===== src/rtl/elevator_pkg.sv =====
// Shared types and helpers for the SCAN elevator controller.
// Latency: n/a (definitions only).
// Backpressure: n/a (definitions only).
package elevator_pkg;

    typedef enum logic [1:0] {
        ST_IDLE = 2'd0,
        ST_MOVE = 2'd1,
        ST_DOOR = 2'd2
    } state_t;

    localparam logic [1:0] DIR_IDLE = 2'b00;
    localparam logic [1:0] DIR_UP   = 2'b01;
    localparam logic [1:0] DIR_DOWN = 2'b10;

    // Floor index width; a two-floor building still needs one bit.
    function automatic int floor_w(input int n);
        int w;
        w = $clog2(n);
        return (w < 1) ? 1 : w;
    endfunction

endpackage


===== src/rtl/elevator_timer.sv =====
// Loadable down-counter shared by the travel and door phases.
// Latency: load takes effect on the next clk edge; done is combinational on value.
// Backpressure: none; counts down freely and parks at zero.
module elevator_timer #(
    parameter int W = 4
) (
    input  logic         clk,
    input  logic         reset,
    input  logic         load,
    input  logic [W-1:0] load_val,
    output logic [W-1:0] value,
    output logic         done
);

    // Load wins over counting; stop at zero so done stays asserted.
    always_ff @(posedge clk or negedge reset) begin
        if (!reset) begin
            value <= '0;
        end else if (load) begin
            value <= load_val;
        end else if (value != '0) begin
            value <= value - 1'b1;
        end
    end

    assign done = (value == '0);

endmodule


===== src/rtl/elevator_scan_ctrl.sv =====
// SCAN elevator controller: latches call buttons, travels floor by floor, opens doors.
// Latency: request latched one cycle after its rising edge; MOVE_CYCLES per floor.
// Backpressure: none; call buttons are edge-detected and held in pending until served.
module elevator_scan_ctrl
    import elevator_pkg::*;
#(
    parameter int NUM_FLOORS  = 6,
    parameter int MOVE_CYCLES = 4,
    parameter int DOOR_CYCLES = 3
) (
    input  logic                           clk,
    input  logic                           reset,
    input  logic [NUM_FLOORS-1:0]          floor_req,
    output logic [floor_w(NUM_FLOORS)-1:0] cur_floor,
    output logic [1:0]                     dir,
    output logic                           door_open,
    output logic                           arrive,
    output logic [NUM_FLOORS-1:0]          pending
);

    localparam int FLOOR_W = floor_w(NUM_FLOORS);
    localparam int TMAX    = (MOVE_CYCLES > DOOR_CYCLES) ? MOVE_CYCLES : DOOR_CYCLES;
    localparam int TW      = $clog2(TMAX + 1);
    // Timer counts load..0 inclusive, so load one less than the phase length.
    localparam logic [TW-1:0] MOVE_LD = TW'(MOVE_CYCLES - 1);
    localparam logic [TW-1:0] DOOR_LD = TW'(DOOR_CYCLES - 1);
    localparam logic [NUM_FLOORS-1:0] ONE_HOT0 = NUM_FLOORS'(1);

    state_t                  state, state_n;
    logic [1:0]              dir_n;
    logic                    last_up, last_up_n;
    logic [FLOOR_W-1:0]      floor_n, step_floor;
    logic                    arrive_n;
    logic [NUM_FLOORS-1:0]   req_q, rise, set_vec, clr_vec;
    logic [NUM_FLOORS-1:0]   cur_onehot, step_onehot, above, below;
    logic                    door_hit;
    logic                    tmr_load, tmr_done;
    logic [TW-1:0]           tmr_val, timer_value_unused;

    elevator_timer #(.W(TW)) u_timer (
        .clk      (clk),
        .reset    (reset),
        .load     (tmr_load),
        .load_val (tmr_val),
        .value    (timer_value_unused),
        .done     (tmr_done)
    );

    // Position masks: floors strictly above / below the car.
    assign cur_onehot  = ONE_HOT0 << cur_floor;
    assign above       = pending & ~((cur_onehot << 1) - ONE_HOT0);
    assign below       = pending & (cur_onehot - ONE_HOT0);
    assign step_floor  = (dir == DIR_DOWN) ? cur_floor - FLOOR_W'(1) : cur_floor + FLOOR_W'(1);
    assign step_onehot = ONE_HOT0 << step_floor;

    // Edge detection; the open door's own button only extends the door.
    assign rise     = floor_req & ~req_q;
    assign door_hit = (state == ST_DOOR) && |(rise & cur_onehot);
    assign set_vec  = (state == ST_DOOR) ? (rise & ~cur_onehot) : rise;

    assign door_open = (state == ST_DOOR);

    // State register.
    always_ff @(posedge clk or negedge reset) begin
        if (!reset) begin
            state <= ST_IDLE;
        end else begin
            state <= state_n;
        end
    end

    // Next-state, timer control and the floor/direction updates.
    always_comb begin
        state_n   = state;
        dir_n     = dir;
        last_up_n = last_up;
        floor_n   = cur_floor;
        arrive_n  = 1'b0;
        tmr_load  = 1'b0;
        tmr_val   = MOVE_LD;
        clr_vec   = '0;
        case (state)
            ST_IDLE: begin
                if (|(pending & cur_onehot)) begin
                    state_n  = ST_DOOR;
                    tmr_load = 1'b1;
                    tmr_val  = DOOR_LD;
                    clr_vec  = cur_onehot;
                end else if (|above) begin
                    state_n   = ST_MOVE;
                    dir_n     = DIR_UP;
                    last_up_n = 1'b1;
                    tmr_load  = 1'b1;
                end else if (|below) begin
                    state_n   = ST_MOVE;
                    dir_n     = DIR_DOWN;
                    last_up_n = 1'b0;
                    tmr_load  = 1'b1;
                end
            end
            ST_MOVE: begin
                if (tmr_done) begin
                    floor_n  = step_floor;
                    arrive_n = 1'b1;
                    tmr_load = 1'b1;
                    if (|(pending & step_onehot)) begin
                        state_n = ST_DOOR;
                        tmr_val = DOOR_LD;
                        clr_vec = step_onehot;
                    end
                end
            end
            ST_DOOR: begin
                if (door_hit) begin
                    tmr_load = 1'b1;
                    tmr_val  = DOOR_LD;
                end else if (tmr_done) begin
                    if (last_up ? |above : |below) begin
                        state_n  = ST_MOVE;
                        dir_n    = last_up ? DIR_UP : DIR_DOWN;
                        tmr_load = 1'b1;
                    end else if (last_up ? |below : |above) begin
                        state_n   = ST_MOVE;
                        dir_n     = last_up ? DIR_DOWN : DIR_UP;
                        last_up_n = ~last_up;
                        tmr_load  = 1'b1;
                    end else begin
                        state_n = ST_IDLE;
                        dir_n   = DIR_IDLE;
                    end
                end
            end
            default: begin
                state_n = ST_IDLE;
                dir_n   = DIR_IDLE;
            end
        endcase
    end

    // Datapath registers; a clear on door entry beats a same-cycle set.
    always_ff @(posedge clk or negedge reset) begin
        if (!reset) begin
            cur_floor <= '0;
            dir       <= DIR_IDLE;
            last_up   <= 1'b1;
            arrive    <= 1'b0;
            pending   <= '0;
            req_q     <= '0;
        end else begin
            cur_floor <= floor_n;
            dir       <= dir_n;
            last_up   <= last_up_n;
            arrive    <= arrive_n;
            pending   <= (pending | set_vec) & ~clr_vec;
            req_q     <= floor_req;
        end
    end

endmodule

===== config.mk =====
export PLATFORM = sky130hd
export DESIGN_NAME = elevator_scan_ctrl
export DESIGN_NICKNAME = d
export VERILOG_FILES = /design/src/rtl/elevator_pkg.sv /design/src/rtl/elevator_timer.sv /design/src/rtl/elevator_scan_ctrl.sv
export SDC_FILE = /design/constraint.sdc
export NUM_CORES = 1
export LEC_CHECK = 0
export BUFFER_PORTS_ARGS = -buffer_cell sky130_fd_sc_hd__buf_2
export CAP_MARGIN = 30
export CORE_ASPECT_RATIO = 2
export CORE_MARGIN = 5
export CORE_UTILIZATION = 47
export CTS_CLUSTER_SIZE = 24
export DETAILED_ROUTE_END_ITERATION = 8
export PLACE_DENSITY_LB_ADDON = 0.12
export SLEW_MARGIN = 10
export SYNTH_ARGS = -nofsm -noshare
export SYNTH_HDL_FRONTEND = slang
export SYNTH_SLANG_ARGS = --single-unit

===== constraint.sdc =====
create_clock -name clk -period 7.65 [get_ports clk]
set_input_delay 0.3825 -clock clk [delete_from_list [all_inputs] [get_ports clk]]
set_output_delay 0.3825 -clock clk [all_outputs]
set_load 0.05 [all_outputs]

==> results of run 1 <==
final timing paths:
check | start | end | slack (ns) | depth (start not counted)
setup / recovery | cur_floor[0] | u_timer.value[0] | 4.48 | 10
hold / removal | reset | arrive | 0.09 | 1
setup reg to reg | cur_floor[0] | u_timer.value[0] | 4.48 | 10
hold reg to reg | dir[0] | dir[0] | 0.50 | 1
max in group asynchronous | reset | last_up | 7.18 | 1
min in group clk | floor_req[1] | req_q[1] | 0.22 | 1
cell families after synthesis:
group / synth area share
fa+ha+maj: 0.0706
xor+xnor: 0.0257
flops: 0.354
buf+inv: 0.0632
mux: 0.0375
simple gates: 0.213
compound gates: 0.237
stage by stage:
step	cells	worst slack [ns]	utilization	cell area, µm²	hold WS, ns
3_3_place_gp	234	4.62	0.509	1820	0.398
4_1_cts	238	4.48	0.529	1890	0.105
6_report	238	4.48	0.529	1890	0.0888
5_1_grt	238	4.31	0.529	1890	0.122
3_5_place_dp	234	4.50	0.509	1820	0.407
2_1_floorplan	173	4.50	-	1700	0.0869
cells in the final DEF, fill, tap and decap left out, types with 4 or more instances in the layout:
cell      synthesis  routed
a21oi_1           5       5
a221oi_1          7       7
a31oi_1           5       5
and3_1            4       4
buf_2             2      20
dfrtp_1          23      23
ha_1              8       8
inv_1            15      15
nand2_1           7       7
nand2b_1         11      11
nor2_1            7       7
nor2b_1           6       6
o21ai_0           5       5
xnor2_1           5       5
critical path, cell delays in order (launching register included):
cell	delay (ns)
dfrtp_1	0.74
inv_2	0.19
nor3_2	0.27
inv_1	0.10
ha_1	0.24
and3_1	0.20
a211oi_2	0.30
o221a_2	0.35
a211oi_2	0.12
or4b_1	0.50
o211ai_2	0.09
registers in the layout, indices dropped and copies added, names as in the netlist:
signal         flops
last_up            1
req_q              6
state              2
arrive             1
pending            6
u_timer.value      3
dir                2
cur_floor          3
layout make-up:
type,count,area (µm²),area share
multi-input combinational,125,992,0.526
sequential,24,602,0.319
timing repair buffer,20,100,0.0531
tap,49,61.3,0.0325
inverter,16,60.1,0.0318
clock buffer,3,41.3,0.0219
clock inverter,1,30.0,0.0159
routing by layer:
layer / share of wire / vias up / global-route usage
li1: - / 668 / -
met3: 0.034 / 11 / 0.0313
met2: 0.55 / 38 / 0.344
met1: 0.37 / 675 / 0.209
met5: 0 / - / 0
met4: 0.044 / 0 / 0.143
==> results_dict.tcl, run 1 <==
set metrics [dict create \
    status "complete, no violations" \
    critPathMaxFanout 16 \
    rsz0062_at_grt "false" \
    n_fill_cell 366 \
    yosys-top-cells-area "dfrtp_1 34%, ha_1 5.9%, nand2b_1 4.0%, a221oi_1 3.6%, inv_1 3.3%" \
    ys.flop_type "dfrtp_1" \
    period_share 0.415 \
    layout-drive-gt1-share 0.217 \
    cts_root_buf "clkbuf_8" \
    setup_viol 0 \
    drt_iter0_markers 36 \
    seq_area_frac_synth 0.354 \
    fmax_mhz 315 \
    path_clk_slew_ns 0.09 \
    synth_warnings 0 \
    arrival_ns 3.37 \
    post_cts_resized 0 \
    drtPass1Iterations 4 \
    clk_latency_ns 0.27 \
    area_growth_pct 10.9 \
    core_area_um2 3570 \
    cp-end-kind "flip-flop" \
    cts-htree-levels 1 \
    synth_seq_cells 24 \
    grt_pass1_wl_um 7280 \
    synthCells 173 \
    chipWidth_um 52.5 \
    hp-class "in -> async" \
    synth_common_cells "23 x dfrtp_1, 15 x inv_1, 11 x nand2b_1" \
    start_util 0.477 \
    synth_edf_count 0 \
    antenna_left 0 \
    die_h_um 95.1 \
    start_kind "flip-flop" \
    drt-vias-per-instance 5.85 \
    worst_slew_pin_slew_ns 0.728 \
    finalCriticalPeriod_ns 3.17 \
    cts_hold_buf 0 \
    cts_setup_buffers 0 \
    place_congestion 0.880 \
    avgSynthCellArea_um2 9.84 \
    crit_type "reg -> reg" \
    final_hold_viol_count 0 \
    syn_nets 190 \
    rows 31 \
    wl_per_cell_um 18.6 \
    crit_required_ns 7.85 \
    vias 1392 \
    num_io_pins 21 \
    io_buffers 20 \
    cts_max_path_buffers 2 \
    antenna_found_initial 0 \
    final_nets 207 \
    clock_sinks 24 \
    synth_top_area_frac 0.338 \
    maxSlewViolCount 0 \
    postSynth.asyncResetShare 1.00 \
    synth_top_area_cell "dfrtp_1" \
    gr-total-overflow 0 \
    grt_max_degree 25 \
    synth_most_common_cell "dfrtp_1" \
    finalWirelength_um 4430 \
    cts_inserted_buffers 3 \
    grt_pass1_vias 1461 \
    place_hpwl_um 3400 \
    ys_types 60 \
    relSlewSlack 0.514 \
    drc 0 \
    finalClockSkew_ns 0.00808 \
    grt_use_total 0.199 \
    setup_tns_ns 0 \
    synthesis.area_um2 1700 \
    antenna_cells 0 \
    cts_tree "built" \
    drv_cap 0 \
    die-area_um2 5000 \
]
Power of run 1 is left out: the tool's default activity adds up to more than one toggle a clock period on the data nets, which glitch-free logic cannot reach.
==> inputs of run 2 (changes only) <==
- ABC_AREA: default -> 1
- clock period: 7.65 -> 2.9 ns (I/O delays scaled with it)
==> run 2 against run 1 <==
Against the previous run:
- register-to-register slack lost 4.1 ns
- non-clock buffer count rose by 9
- first-iteration DRC count rose by 50%
- via count grew 26%
- synthesized area is 7.4% higher
- clock skew fell by 0.0026 ns
- sequential share of layout area fell by 3.5 points
- routed wire length grew 2.8%
==> results_dict.tcl, run 2 <==
set metrics [dict create \
    layout-drive-gt1-share 0.202 \
    final_nets 305 \
    seq_area_frac_synth 0.329 \
    die-area_um2 5310 \
    cts-htree-levels 1 \
    syn_nets 275 \
    antenna_found_initial 0 \
    crit_required_ns 3.06 \
    status "complete, no violations" \
    hp-class "in -> async" \
    worst_slew_pin_slew_ns 0.564 \
    cts_max_path_buffers 2 \
    antenna_cells 0 \
    antenna_left 0 \
    chipWidth_um 54.1 \
    register_area_um2 602 \
    finalCriticalPeriod_ns 2.48 \
    ys.flop_type "dfrtp_1" \
    grt_use_total 0.196 \
    fmax_mhz 404 \
    io_buffers 20 \
    multi_input_comb_area_um2 1060 \
    drt-vias-per-instance 5.20 \
    place_congestion 0.907 \
    finalWirelength_um 4550 \
    arrival_ns 2.64 \
    final_common_cell "nand2_1" \
    crit_type "reg -> reg" \
    reg.largest.list "pending x6, req_q x6" \
    die_h_um 98.2 \
    drc 0 \
    period_share 0.854 \
    synth_edf_count 0 \
    cts_hold_buf 7 \
    core_area_um2 3800 \
    ys_types 31 \
    maxSlewViolCount 0 \
    num_io_pins 21 \
    start_util 0.480 \
    drtPass1Iterations 4 \
    final_hold_viol_count 0 \
    post_cts_resized 0 \
    synthesis.area_um2 1830 \
    clk_latency_ns 0.27 \
    path_clk_slew_ns 0.09 \
    area_growth_pct 15.9 \
    gr-total-overflow 0 \
    finalClockSkew_ns 0.00551 \
    wl_per_cell_um 13.5 \
    synthMuxAreaShare 0 \
    grt_pass1_vias 1831 \
    synthAdderAreaFrac 0.0658 \
    critPathMaxFanout 10 \
    fin_hold_ws_ns 0.392 \
    cts_root_buf "clkbuf_8" \
    synth_compound_area_frac 0.0781 \
    cts_tree "built" \
    yosys-top-cells-area "dfrtp_1 32%, nand2_1 12%, nor2_1 7.4%, nand3_1 6.8%, inv_1 6.6%" \
    avgSynthCellArea_um2 7.08 \
    postSynth.asyncResetShare 1.00 \
    synth_top_area_cell "dfrtp_1" \
    cts_setup_buffers 0 \
    drt_iter0_markers 54 \
    n_fill_cell 400 \
    relSlewSlack 0.624 \
    rsz0062_at_grt "false" \
    final_cell_mix "59 x nand2_1, 36 x nor2_1, 32 x inv_1" \
    synth_most_common_cell "nand2_1" \
    setup_viol 0 \
    cts_inserted_buffers 3 \
    place_hpwl_um 3640 \
    synth-simple-area-share 0.422 \
    synth_top_area_frac 0.315 \
    start_kind "flip-flop" \
    synth_common_cells "59 x nand2_1, 36 x nor2_1, 32 x inv_1" \
    vias 1758 \
    synth_warnings 0 \
    grt_pass1_wl_um 7940 \
    grt_max_degree 25 \
    cp-end-kind "flip-flop" \
    synth_xor_area_frac 0.0144 \
    setup_tns_ns 0 \
    drv_cap 0 \
    synth_top_family_by_area "simple AND/OR/NAND/NOR gates" \
    clock_sinks 24 \
    synthCells 258 \
    rows 32 \
    synth_seq_cells 24 \
]
==> run 2: cell count changes after synthesis, moves of 9 or more <==
cell	before	now
nand2_1	7	59
nor2_1	7	36
nand3_1	1	25
inv_1	15	32
nand2b_1	11	0
nand2_2	0	9
==> run 2: kinds of logic after synthesis <==
group,after synthesis
flops,24
xor+xnor,3
compound gates,25
buf+inv,40
fa+ha+maj,9
simple gates,157
==> run 2: cell type report <==
type,count,area share
Tap cell,51,0.0301
Sequential cell,24,0.284
Multi-Input combinational cell,194,0.501
Timing Repair Buffer,29,0.0875
Clock buffer,3,0.0195
Clock inverter,1,0.0142
Inverter,36,0.0638
==> run 2: through the flow <==
step	cell area [µm²]	setup WS (ns)	cells	util
after floorplan	1830	0.355	258	-
after global placement	1980	0.471	327	0.519
after detailed placement	1980	0.424	327	0.519
after CTS	2120	0.413	338	0.557
after global routing	2120	0.181	338	0.557
final	2120	0.424	338	0.557
==> run 2: worst paths after layout <==
kind,from,endpoint,slack [ns],depth (start not counted)
max in group asynchronous,reset,arrive,2.13,2
worst max register to register,cur_floor[1],pending[4],0.42,13
worst min register to register,last_up,last_up,0.49,2
worst min-delay path,reset,dir[1],0.39,2
min in group clk,last_up,last_up,0.49,2
worst max-delay path,cur_floor[1],pending[4],0.42,13
==> run 2: critical path, stage by stage, from the launching register on <==
cell and delay (ns):
dfrtp_1 0.62, inv_1 0.14, fa_1 0.42, or2_1 0.23, nand3_1 0.08, nand2_2 0.12, nor2_1 0.15, nand2_1 0.07
nand2_1 0.07, inv_1 0.04, nand2_2 0.14, nand3_1 0.11, o21ai_0 0.11, nor2_1 0.06
==> run 2: routing by layer <==
metal,GRT usage,vias up,part of all wire
li1,-,880,-
met3,0.0153,16,0.018
met2,0.354,32,0.57
met1,0.209,830,0.38
met5,0,-,0
met4,0.107,0,0.035
Power of run 2 is left out for the same reason.
==> inputs of run 3 (changes only) <==
- ABC_AREA: 1 -> default
==> run 3 against run 2 <==
Against the previous run:
- flip-flop and latch count did not move
- register-to-register slack lost 0.22 ns
- global-route usage increased by 1.5 points
- worst setup slack lost 0.22 ns
- clock-buffer cell count increased by 1
- final cell count is 26% lower
- clock skew about the same
==> results_dict.tcl, run 3 (same netlist as run 1, synthesis figures left out) <==
set metrics [dict create \
    period_share 0.930 \
    finalCriticalPeriod_ns 2.70 \
    final_area_um2 1980 \
    rows 31 \
    p_sw_frac 0.528 \
    final_hold_viol_count 0 \
    combPwrFrac 0.657 \
    relSlewSlack 0.624 \
    setup_tns_ns 0 \
    finalClockSkew_ns 0.00542 \
    maxSlewViolCount 0 \
    cts_tree "built" \
    clock_power_share 0.092 \
    layout_setup_ws_ns 0.204 \
    fmax_mhz 371 \
    antenna_cells 0 \
    die_h_um 95.1 \
    seq_power_share 0.251 \
    grt_pass1_vias 1532 \
    crit_type "reg -> reg" \
    final_cell_mix "21 x dfrtp_1, 20 x buf_2, 15 x inv_1" \
    clock_sinks 24 \
    io_buffers 20 \
    finalWirelength_um 4700 \
    drt_iter0_markers 48 \
    p_int_mw 1.23 \
    fin_hold_ws_ns 0.00167 \
    cts_root_buf "clkbuf_8" \
    p_switching_mw 1.38 \
    power_leakage_nw 0.874 \
    n_fill_cell 336 \
    clk_latency_ns 0.28 \
    cts_max_path_buffers 2 \
    start_kind "flip-flop" \
    path_clk_slew_ns 0.09 \
    reg.largest.list "pending x6, req_q x6" \
    cts_inserted_buffers 3 \
    drv_cap 0 \
    start_util 0.477 \
    drtPass1Iterations 4 \
    grt_use_total 0.211 \
    reg2regPathDepth 9 \
    hp-class "in -> reg" \
    crit_required_ns 3.11 \
    drt-vias-per-instance 5.79 \
    critPathMaxFanout 7 \
    drc 0 \
    final_common_cell "dfrtp_1" \
    grt_max_degree 25 \
    placed_area_um2 1860 \
    final_nets 218 \
    grt_pass1_wl_um 7660 \
    area_growth_pct 16.2 \
    vias 1442 \
    num_io_pins 21 \
    antenna_found_initial 0 \
    ir_drop_uv 845 \
    layout-drive-gt1-share 0.245 \
    chipWidth_um 52.5 \
    cp-end-kind "flip-flop" \
    final_util 0.554 \
    place_ws_ns 0.203 \
    gr-total-overflow 0 \
    antenna_left 0 \
    hold-path-cell-count 1 \
    status "complete, no violations" \
    place_congestion 0.910 \
    multi_input_comb_area_um2 1000 \
    arrival_ns 2.91 \
    register_area_um2 604 \
    setup_viol 0 \
    worst_slew_pin_slew_ns 0.564 \
    die-area_um2 5000 \
    rsz0062_at_grt "false" \
    p_per_area_nw_per_um2 1320 \
    wl_per_cell_um 18.9 \
    place_hpwl_um 3650 \
    cts-htree-levels 1 \
    core_area_um2 3570 \
]
## run 3: changes by cell type in the layout (fill, tap and decap cells not counted), sizes merged, moves of 6 or more
| cell | delta |
|---|---|
| nor2 | -37 |
| nand4 | -6 |
| nor2b | +6 |
| nand3 | -31 |
| nand2 | -63 |
| a221oi | +8 |
| inv | -20 |
| nand2b | +11 |
## run 3: worst max-delay path, cell delays in order, from the launching register on
cell and delay (ns):
dfrtp_2 0.47, nor3_2 0.25, inv_1 0.13, ha_1 0.27
and3_1 0.21, a211oi_2 0.33, o221a_4 0.29, a211oi_2 0.10
or4b_1 0.51, o211ai_2 0.09
## run 3: metal layers
metal  share of wire  wire length, µm  track usage  vias to the layer above
li1                -                -            -                      685
met1            0.36             1690        0.218                      704
met2            0.56             2650        0.382                       34
met3           0.024              113       0.0266                       19
met4           0.053              251        0.136                        0
met5               0                0            0                        -
## run 3: worst paths after layout
kind / start / end / slack [ns]
hold reg to reg: dir[0] / dir[0] / 0.51
hold / removal: floor_req[3] / req_q[3] / 0.002
setup reg to reg: cur_floor[1] / u_timer.value[0] / 0.20
min in group asynchronous: reset / state[0] / 0.38
max in group asynchronous: reset / cur_floor[0] / 2.11
setup / recovery: cur_floor[1] / u_timer.value[0] / 0.20
## run 3: final cells by class
type | count | area share
well taps | 49 | 0.0310
flip-flops and latches | 24 | 0.306
inverters | 16 | 0.0304
multi-input cells | 125 | 0.506
repair buffers | 31 | 0.0987
clock buffers | 4 | 0.0278
## run 3: repair_timing
item / 4_1_cts / 5_1_grt
hold buffers: 5 / 0
resized for setup: 0 / 1
buffers inserted: 0 / 0
hold endpoints to repair: 27 / 0
setup endpoints to repair: 0 / 2
## run 3: through the flow
step                total power, mW  cells
finish                         2.61    249
global route                   2.80    249
CTS                            2.60    249
detailed placement             2.35    240
global placement               2.32    240
floorplan                      1.93    173
## run 3: power groups by stage
stage	clock, mW	sequential [mW]	combinational (mW)
after floorplan	0	0.817	1.11
after global placement	0	0.653	1.67
after detailed placement	0	0.658	1.69
after CTS	0.243	0.651	1.71
after global routing	0.254	0.676	1.87
final	0.240	0.655	1.72
Note: power is estimated with default switching activity, not from simulation.
